## src/rtl/interrupt_ctrl.sv

```systemverilog
// Interrupt controller: IF/IE registers, fixed-priority arbitration and a
// three-state offer/dispatch FSM.
// Optional feature macro: INTR_EI_DELAY_EN. When defined, EI arms a pending
// flag and IME rises on the edge after the next instr_done pulse.
module interrupt_ctrl #(
  parameter int DISPATCH_CYCLES = 5
) (
  input  logic       clk,
  input  logic       rst_n,
  input  logic [4:0] src_req,
  input  logic       reg_sel,
  input  logic       reg_wr,
  input  logic [7:0] reg_wdata,
  output logic [7:0] reg_rdata,
  input  logic       ime_set,
  input  logic       ime_clr,
  input  logic       reti,
  input  logic       instr_done,
  output logic       irq_valid,
  output logic [7:0] irq_vector,
  input  logic       irq_ack,
  output logic       irq_busy,
  output logic       wake
);

  typedef enum logic [1:0] {IDLE, PEND, DISPATCH} state_e;

  localparam logic [3:0] CNT_LOAD = 4'(DISPATCH_CYCLES - 1);

  state_e     state_q, state_d;
  logic [4:0] if_q, if_d;
  logic [7:0] ie_q, ie_d;
  logic       ime_q, ime_d;
  logic       ei_pend_q, ei_pend_d;
  logic [3:0] cnt_q, cnt_d;
  logic [7:0] vec_q, vec_d;

  logic [4:0] pend_w;
  logic [4:0] win_oh;
  logic [2:0] win_idx;
  logic [7:0] cur_vec;
  logic       any_pend;
  logic       ack_fire;

  assign pend_w   = ie_q[4:0] & if_q;
  assign any_pend = |pend_w;
  assign wake     = any_pend;
  assign cur_vec  = 8'h40 + {2'b00, win_idx, 3'b000};

  // Lowest set bit wins; scan high to low so the last hit is the lowest index.
  always_comb begin
    win_idx = 3'd0;
    win_oh  = '0;
    for (int i = 4; i >= 0; i--) begin
      if (pend_w[i]) begin
        win_idx   = 3'(i);
        win_oh    = '0;
        win_oh[i] = 1'b1;
      end
    end
  end

  // Offer is qualified by the live IME/pending state so a DI or a cleared
  // source drops irq_valid in the same cycle the register changes.
  assign irq_valid  = (state_q == PEND) && ime_q && any_pend;
  assign irq_vector = (state_q == PEND) ? cur_vec : vec_q;
  assign irq_busy   = (state_q == DISPATCH);
  assign ack_fire   = irq_valid && irq_ack;
  assign reg_rdata  = reg_sel ? ie_q : {3'b111, if_q};

  // IF/IE next state: software write first, ack clears the winner, then
  // hardware requests are ORed in so they always win.
  always_comb begin
    if_d = if_q;
    ie_d = ie_q;
    if (reg_wr && !reg_sel) if_d = reg_wdata[4:0];
    if (reg_wr &&  reg_sel) ie_d = reg_wdata;
    if (ack_fire)           if_d = if_d & ~win_oh;
    if_d = if_d | src_req;
  end

  // IME / pending-EI next state. Ack and DI dominate; RETI is always immediate.
  always_comb begin
    ime_d     = ime_q;
    ei_pend_d = ei_pend_q;
`ifdef INTR_EI_DELAY_EN
    if (ei_pend_q && instr_done) begin
      ime_d     = 1'b1;
      ei_pend_d = 1'b0;
    end
    if (ime_set) ei_pend_d = 1'b1;
`else
    if (ime_set) ime_d = 1'b1;
`endif
    if (reti) ime_d = 1'b1;
    if (ime_clr || ack_fire) begin
      ime_d     = 1'b0;
      ei_pend_d = 1'b0;
    end
  end

`ifndef INTR_EI_DELAY_EN
  // instr_done and the EI-pending flag have no function in this build.
  logic unused_sink;
  assign unused_sink = instr_done ^ ei_pend_q;
`endif

  // FSM next state, dispatch counter and latched vector.
  always_comb begin
    state_d = state_q;
    cnt_d   = cnt_q;
    vec_d   = vec_q;
    case (state_q)
      IDLE: if (ime_q && any_pend) state_d = PEND;
      PEND: begin
        if (ack_fire) begin
          state_d = DISPATCH;
          cnt_d   = CNT_LOAD;
          vec_d   = cur_vec;
        end else if (!ime_q || !any_pend) begin
          state_d = IDLE;
        end
      end
      DISPATCH: begin
        if (cnt_q == 4'd0) state_d = IDLE;
        else               cnt_d   = cnt_q - 4'd1;
      end
      default: state_d = IDLE;
    endcase
  end

  // State registers.
  always_ff @(posedge clk or negedge rst_n) begin
    if (!rst_n) begin
      state_q   <= IDLE;
      if_q      <= '0;
      ie_q      <= '0;
      ime_q     <= 1'b0;
      ei_pend_q <= 1'b0;
      cnt_q     <= '0;
      vec_q     <= '0;
    end else begin
      state_q   <= state_d;
      if_q      <= if_d;
      ie_q      <= ie_d;
      ime_q     <= ime_d;
      ei_pend_q <= ei_pend_d;
      cnt_q     <= cnt_d;
      vec_q     <= vec_d;
    end
  end

endmodule

```

## config.mk

```make
export PLATFORM = sky130hd
export DESIGN_NAME = interrupt_ctrl
export DESIGN_NICKNAME = d
export VERILOG_FILES = /design/src/rtl/interrupt_ctrl.sv
export SDC_FILE = /design/constraint.sdc
export NUM_CORES = 1
export LEC_CHECK = 0
export ABC_AREA = 1
export CORE_MARGIN = 2
export CORE_UTILIZATION = 47
export CTS_BUF_LIST = sky130_fd_sc_hd__clkbuf_8 sky130_fd_sc_hd__clkbuf_16
export DETAILED_ROUTE_END_ITERATION = 10
export PLACE_DENSITY = 0.77
export SKIP_CTS_REPAIR_TIMING = 1
export SYNTH_ARGS = -nofsm -noshare
export SYNTH_HDL_FRONTEND = slang
export SYNTH_SLANG_ARGS = --single-unit
```

## constraint.sdc

```tcl
create_clock -name clk -period 2 [get_ports clk]
set_input_delay 0.2 -clock clk [delete_from_list [all_inputs] [get_ports clk]]
set_output_delay 0.2 -clock clk [all_outputs]
set_load 0.05 [all_outputs]
```

==> results of run 1 <==
## Yosys cell counts, drive strengths merged, types with 2 or more instances
master	n	area share [%]
ha	5	4.4
nand4	5	2.2
inv	29	7.8
o21ai	23	8.1
nand3	7	4.2
mux2	3	2.4
dfrtp	24	42
nor3	2	0.70
nand2	67	19
buf	5	2.6
or2	5	2.2
nor2	4	1.2
## stage by stage
stage	cell area, um^2	setup TNS [ps]	power (mW)
global placement	1880	0	1.77
floorplan	1430	-81.2	1.40
CTS	1940	-39.5	2.15
finish	1940	0	2.14
detailed placement	1880	0	1.82
global route	1940	0	2.29
## flip-flops by register name, indices dropped and copies added (netlist names)
name and cells:
ie_q 8, if_q 5, cnt_q 4, vec_q 4
state_q 2, ime_q 1
## layout make-up
| cell class | count | area (um^2) |
|---|---|---|
| multi-input cells | 129 | 681 |
| flip-flops and latches | 24 | 601 |
| well taps | 31 | 38.8 |
| repair buffers | 37 | 458 |
| fillers | 231 | 861 |
| clock buffers | 4 | 55.1 |
| inverters | 29 | 111 |
## worst paths after layout
check	start	endpoint	slack, ps	cells past startpoint
max in group asynchronous	rst_n	if_q[4]	1490	2
setup reg to reg	state_q[1]	if_q[4]	400	8
hold / removal	rst_n	if_q[0]	280	2
setup / recovery	if_q[0]	irq_vector[5]	180	6
hold reg to reg	vec_q[6]	vec_q[6]	470	1
min in group clk	src_req[1]	if_q[1]	450	3
## worst max-delay path: cells and delay by family, from the launching register on
kind | cells | cell delay (ps)
AND/OR/NAND/NOR | 4 | 600
buffers and inverters | 1 | 180
flip-flops | 1 | 410
AO/OA/AOI/OAI | 1 | 160
## routing by layer
metal	track usage, %	wire length, um	up-vias
li1	-	-	653
met1	24.6	1290	577
met2	35.1	1570	41
met3	4.80	128	7
met4	7.79	55	0
met5	0	0	-
## power by group through the flow
stage	Sequential, mW	Clock, mW	Combinational (mW)
5_1_grt	0.668	0.353	1.27
3_3_place_gp	0.654	0	1.12
3_5_place_dp	0.663	0	1.15
6_report	0.654	0.322	1.16
4_1_cts	0.653	0.333	1.16
2_1_floorplan	0.645	0	0.755
## cells by family (layout without fill, tap and decap cells)
kind of cell / Yosys count / in the layout / share of synthesized area, %
DFF: 24 / 24 / 42.3
muxes: 3 / 3 / 2.38
buffers and inverters: 35 / 70 / 10.7
AOI/OAI and AO/OA: 26 / 26 / 9.43
xor gates and xnor gates: 1 / 1 / 0.617
other: 1 / 4 / 0.264
adders and majority gates: 5 / 5 / 4.41
and+or+nand+nor: 90 / 90 / 29.9
==> results.md, run 1 <==
- Run status: finished, violations left
- Failing checks: DRC
- Fin Clk Skew: 2.29 ps
- Std cell rows: 19
- Setup violators final: 0
- Maxcap violations: 0
- Synth Instances: approximately 190
- Yosys reg bits: 24
- Placer congestion estimate: 0.761
- Ant. Diodes: 0
- Global route overflow: 0
- Latest clock arrival within the worst-skew pair: 270 ps
- Initial DRC Count: between 40 and 50
- Int Pwr: approximately 1.2 mW
- P_sw: roughly 900 uW
- Predominant post-synthesis flop cell: dfrtp_1
- Leakage: roughly 0.98 nW
- Worst path required time: 1800 ps
- Routed WL: ~3000 um
- Final nets: about 250
- CTS tree: done
- Die span in y: around 59 um
- Post-Layout Cell Count: about 250
- Cts bufs inserted: 3
- Via Count: 1278
- First-pass GRT wire length: about 5300 um
- Sinks on the clock net: 24
- Post-route antenna net violation count: 0
- Slew margin rel.: around two thirds
- Initial Utilization: roughly half
- Routed len/inst: 12.0 um
- Layout Area Growth over Synthesis: 36.9%
- Share of cells above drive strength 1: approximately 17%
- Top cell by count, worst path: nand2_2
- Crit Path Class: register to output port
- Period minus WS final: approximately 1800 ps
- Combinational Power Share: a little over half
- Boundary pin count: between 40 and 50
- Async SR Flop Fraction: 100%
- Sw frac: a little over two fifths
- DIE WIDTH: about 60 um
- Syn Area/Cell: between 7 and 8 um^2
- CTS H-tree depth: 1
- Clock transition at the registers of the reported paths: around 80 ps
- Max Slew Vio Count: 0
- Critical path's slowest cell: dfrtp_1
- Crit end category: output port
- Final hold violation count: 0
- Mapped Area: 1420 um^2
- Core ar.: between 2000 and 3000 um^2
- Critical path arrival: roughly 1600 ps
- HPWL after DPL: between 2000 and 2500 um
- TritonRoute pass-1 iters: 8
- Inst Count DP: 250
- Die area: 3480 um^2
- CP Launch Type: register
- Flop pwr share: between 30% and 40%
- PwrDens: 1100 nW/um^2
- Fin crit share: between 90 and 100%
- PortBufs: 35
- Vias in the first global route: around 1.2k
- Max clock buf depth: 2
- Pre-CTS setup slack: between 200 and 300 ps
- Least-Margin Pin Slew: ~500 ps
- Post-synth EDFFs: 0
- Min-Delay Path Class: input pin to async pin
- GR Util All Layers: 20.4%
- RSZ-0062 raised after global routing: false
- Yosys warnings: 0
- Largest stage delay, worst path: between 400 and 500 ps
- Fmax: 548 MHz
- Cells along the critical path: nand2_2, nand2_2, nor3_1, nand2_1, o21ai_0, buf_12
- Largest net degree at the start of global routing: 25
- Yosys cell types: 26
- Core Util, Final: between 60% and 70%
- Most frequent cells in the layout: nand2_1 (62), inv_1 (27), dfrtp_1 (24)
- Drt drc: 3
- Most common library cell in the layout ignoring fill and taps: nand2_1
- Post-route setup slack: 175 ps
- Clock root buffer: clkbuf_8
- Post-synthesis sequential area ratio: between 40 and 50%
- Initial antenna violation count: 0
- Clock power share: around 15%
- Crit-path max FO: 4
- Max VDD drop: roughly 0.00074 V
- Hold_ws: between 200 and 300 ps
- Vias per cell: a little over 5
Power figures use the tool's default switching activity.
==> inputs of run 2 (changes only) <==
Settings changed: RECOVER_POWER set to 50.
==> run 2 against run 1 <==
Effect of this change: the flow still finishes with violations (DRC); hold slack better by 170 ps; final cell count stayed put; combinational power hardly changed; register-to-register slack hardly changed; routed wire length is 0.16% higher; maximum frequency is 0.24% lower; largest cell class unchanged; global-route usage stayed put; largest power group unchanged; first-iteration DRC count stayed put; sequential share of layout area is 0.060 points higher; die area stayed put; final area is 0.19% lower.
==> results.md, run 2 (synthesis results as in run 1) <==
- Run status: finished, violations left
- Failing checks: DRC
- PwrDens: 1100 nW/um^2 (about the same)
- CP bufs+invs: 1 (unchanged)
- Final nets: 251 (unchanged)
- Least-Margin Pin Slew: 1240 ps (+732 ps)
- Cell depth of the worst hold path: 3
- Setup crit end: irq_vector[5]
- Largest stage delay, worst path: 410 ps (about the same)
- CTS tree: done
- Critical path's slowest cell: dfrtp_1
- TritonRoute pass-1 iters: 7 (-1)
- Cells along the critical path: nand2_2, nand2_2, nor3_1, nand2_1, o21ai_0, buf_12
- Routed len/inst: 12.0 um (+0.16%)
- Share of cells above drive strength 1: 16.6% (-0.45 points)
- Max clock buf depth: 2 (unchanged)
- Most frequent cells in the layout: nand2_1 (62), inv_1 (27), dfrtp_1 (24)
- Drt drc: 3 (unchanged)
- Final instance area: 1940 um^2 (-0.19%)
- Clock root buffer: clkbuf_8
- Reg2reg setup slack: 400 ps (about the same)
- Layout Area Growth over Synthesis: 36.7%
- Cell family with most CP delay: simple AND/OR/NAND/NOR gates
- Crit. Startpoint: if_q[0]
- R2R cell count: 8 (unchanged)
- DIE WIDTH: 59.0 um (unchanged)
- RR Startpoint: state_q[1]
- Largest regs: ie_q (8), if_q (5)
- Most flops, register: ie_q
- Final hold violation count: 0 (unchanged)
- Placed inst area: 1880 um^2 (unchanged)
- Crit Path Class: register to output port
- Vias per cell: 5.04 (+0.16%)
- Maxcap violations: 0 (unchanged)
- RSZ-0062 raised after global routing: false
- Std cell rows: 19 (unchanged)
- Min-Delay Path Class: input pin to register
- Initial DRC Count: 45 (unchanged)
- Fin Clk Skew: 2.29 ps (+0.00100 ps)
- Top cell by count, worst path: nand2_2
- Sinks on the clock net: 24 (unchanged)
- Leakage: 0.979 nW (-0.32%)
- Max Slew Vio Count: 0 (unchanged)
- Initial antenna violation count: 0 (unchanged)
- Slew margin rel.: 17.7% (-49 points)
- Critical path arrival: 1630 ps (about the same)
- Vias in the first global route: 1239 (unchanged)
- PortBufs: 35 (unchanged)
- First-pass GRT wire length: 5340 um (unchanged)
- Post-route antenna net violation count: 0 (unchanged)
- Fillers: 231 (unchanged)
- Latest clock arrival within the worst-skew pair: 270 ps (about the same)
- Largest net degree at the start of global routing: 25 (unchanged)
- Fin crit share: 91.5% (+0.22 points)
- Max VDD drop: 0.000744 V (about the same)
- Setup_tns: 0 ps (unchanged)
- Clock transition at the registers of the reported paths: 80 ps (about the same)
- Routed WL: 3050 um (+0.16%)
- Max reg flops: 8 (unchanged)
- CP Launch Type: register
- Most common library cell in the layout ignoring fill and taps: nand2_1
- Setup violators final: 0 (unchanged)
- Cts bufs inserted: 3 (unchanged)
- Ant. Diodes: 0 (unchanged)
- CTS H-tree depth: 1 (unchanged)
- Via Count: 1280 (+0.16%)
- Core Util, Final: 69.2% (-0.13 points)
- GR Util All Layers: 20.4% (unchanged)
- Placer congestion estimate: 0.761 (unchanged)
- Fmax: 547 MHz (-0.24%)
- Core ar.: 2810 um^2 (unchanged)
- Crit-path max FO: 4 (unchanged)
- HPWL after DPL: 2420 um (unchanged)
- Worst path required time: 1800 ps (about the same)
- Boundary pin count: 41 (unchanged)
- CP Depth: 6 (unchanged)
- Die span in y: 59.0 um (unchanged)
- Die area: 3480 um^2 (unchanged)
- Global route overflow: 0 (unchanged)
- Initial Utilization: 50.6% (unchanged)
- Crit end category: output port
- Worst r2r dst: if_q[4]
- Period minus WS final: 1830 ps (+4.40 ps)
run 2: area by class of cell:
cell class	count	area [um^2]	share of cell area, %
clock buffers	4	55.1	2.84
inverters	29	111	5.74
multi-input cells	129	681	35.1
flip-flops and latches	24	601	30.9
well taps	31	38.8	2.00
repair buffers	37	454	23.4
run 2: worst min path at each step:
stage / slack [ps] / to / start
3_5_place_dp: 460 / vec_q[6] / vec_q[6]
2_1_floorplan: -100 / cnt_q[0] / rst_n
6_report: 450 / if_q[1] / src_req[1]
5_1_grt: 470 / if_q[0] / src_req[0]
3_3_place_gp: 440 / vec_q[6] / vec_q[6]
4_1_cts: 280 / if_q[0] / rst_n
run 2: per-layer routing:
layer,track usage [%],part of all wire (%),wire length [um],vias to the layer above
met4,7.79,1.8,55,0
met1,24.6,42,1280,580
met5,0,0,0,-
met2,35.1,52,1580,41
met3,4.80,4.3,132,7
li1,-,-,-,652
run 2: where the power goes:
part,switching (mW),internal (mW)
registers,0.0639,0.589
logic,0.695,0.466
clock network,0.146,0.176
run 2: tightest hold or removal path: cells and delay by family:
family	cells	cell delay [ps]
buf+inv	2	440
simple gates	1	40
run 2: per-stage QoR:
stage	total power, mW	instances	worst slack [ps]	hold WS [ps]
2_1_floorplan	1.40	188	-27.1	-95.6
3_3_place_gp	1.77	250	289	440
3_5_place_dp	1.82	250	268	455
4_1_cts	2.15	254	-39.5	284
5_1_grt	2.28	254	79.3	473
6_report	2.14	254	171	451
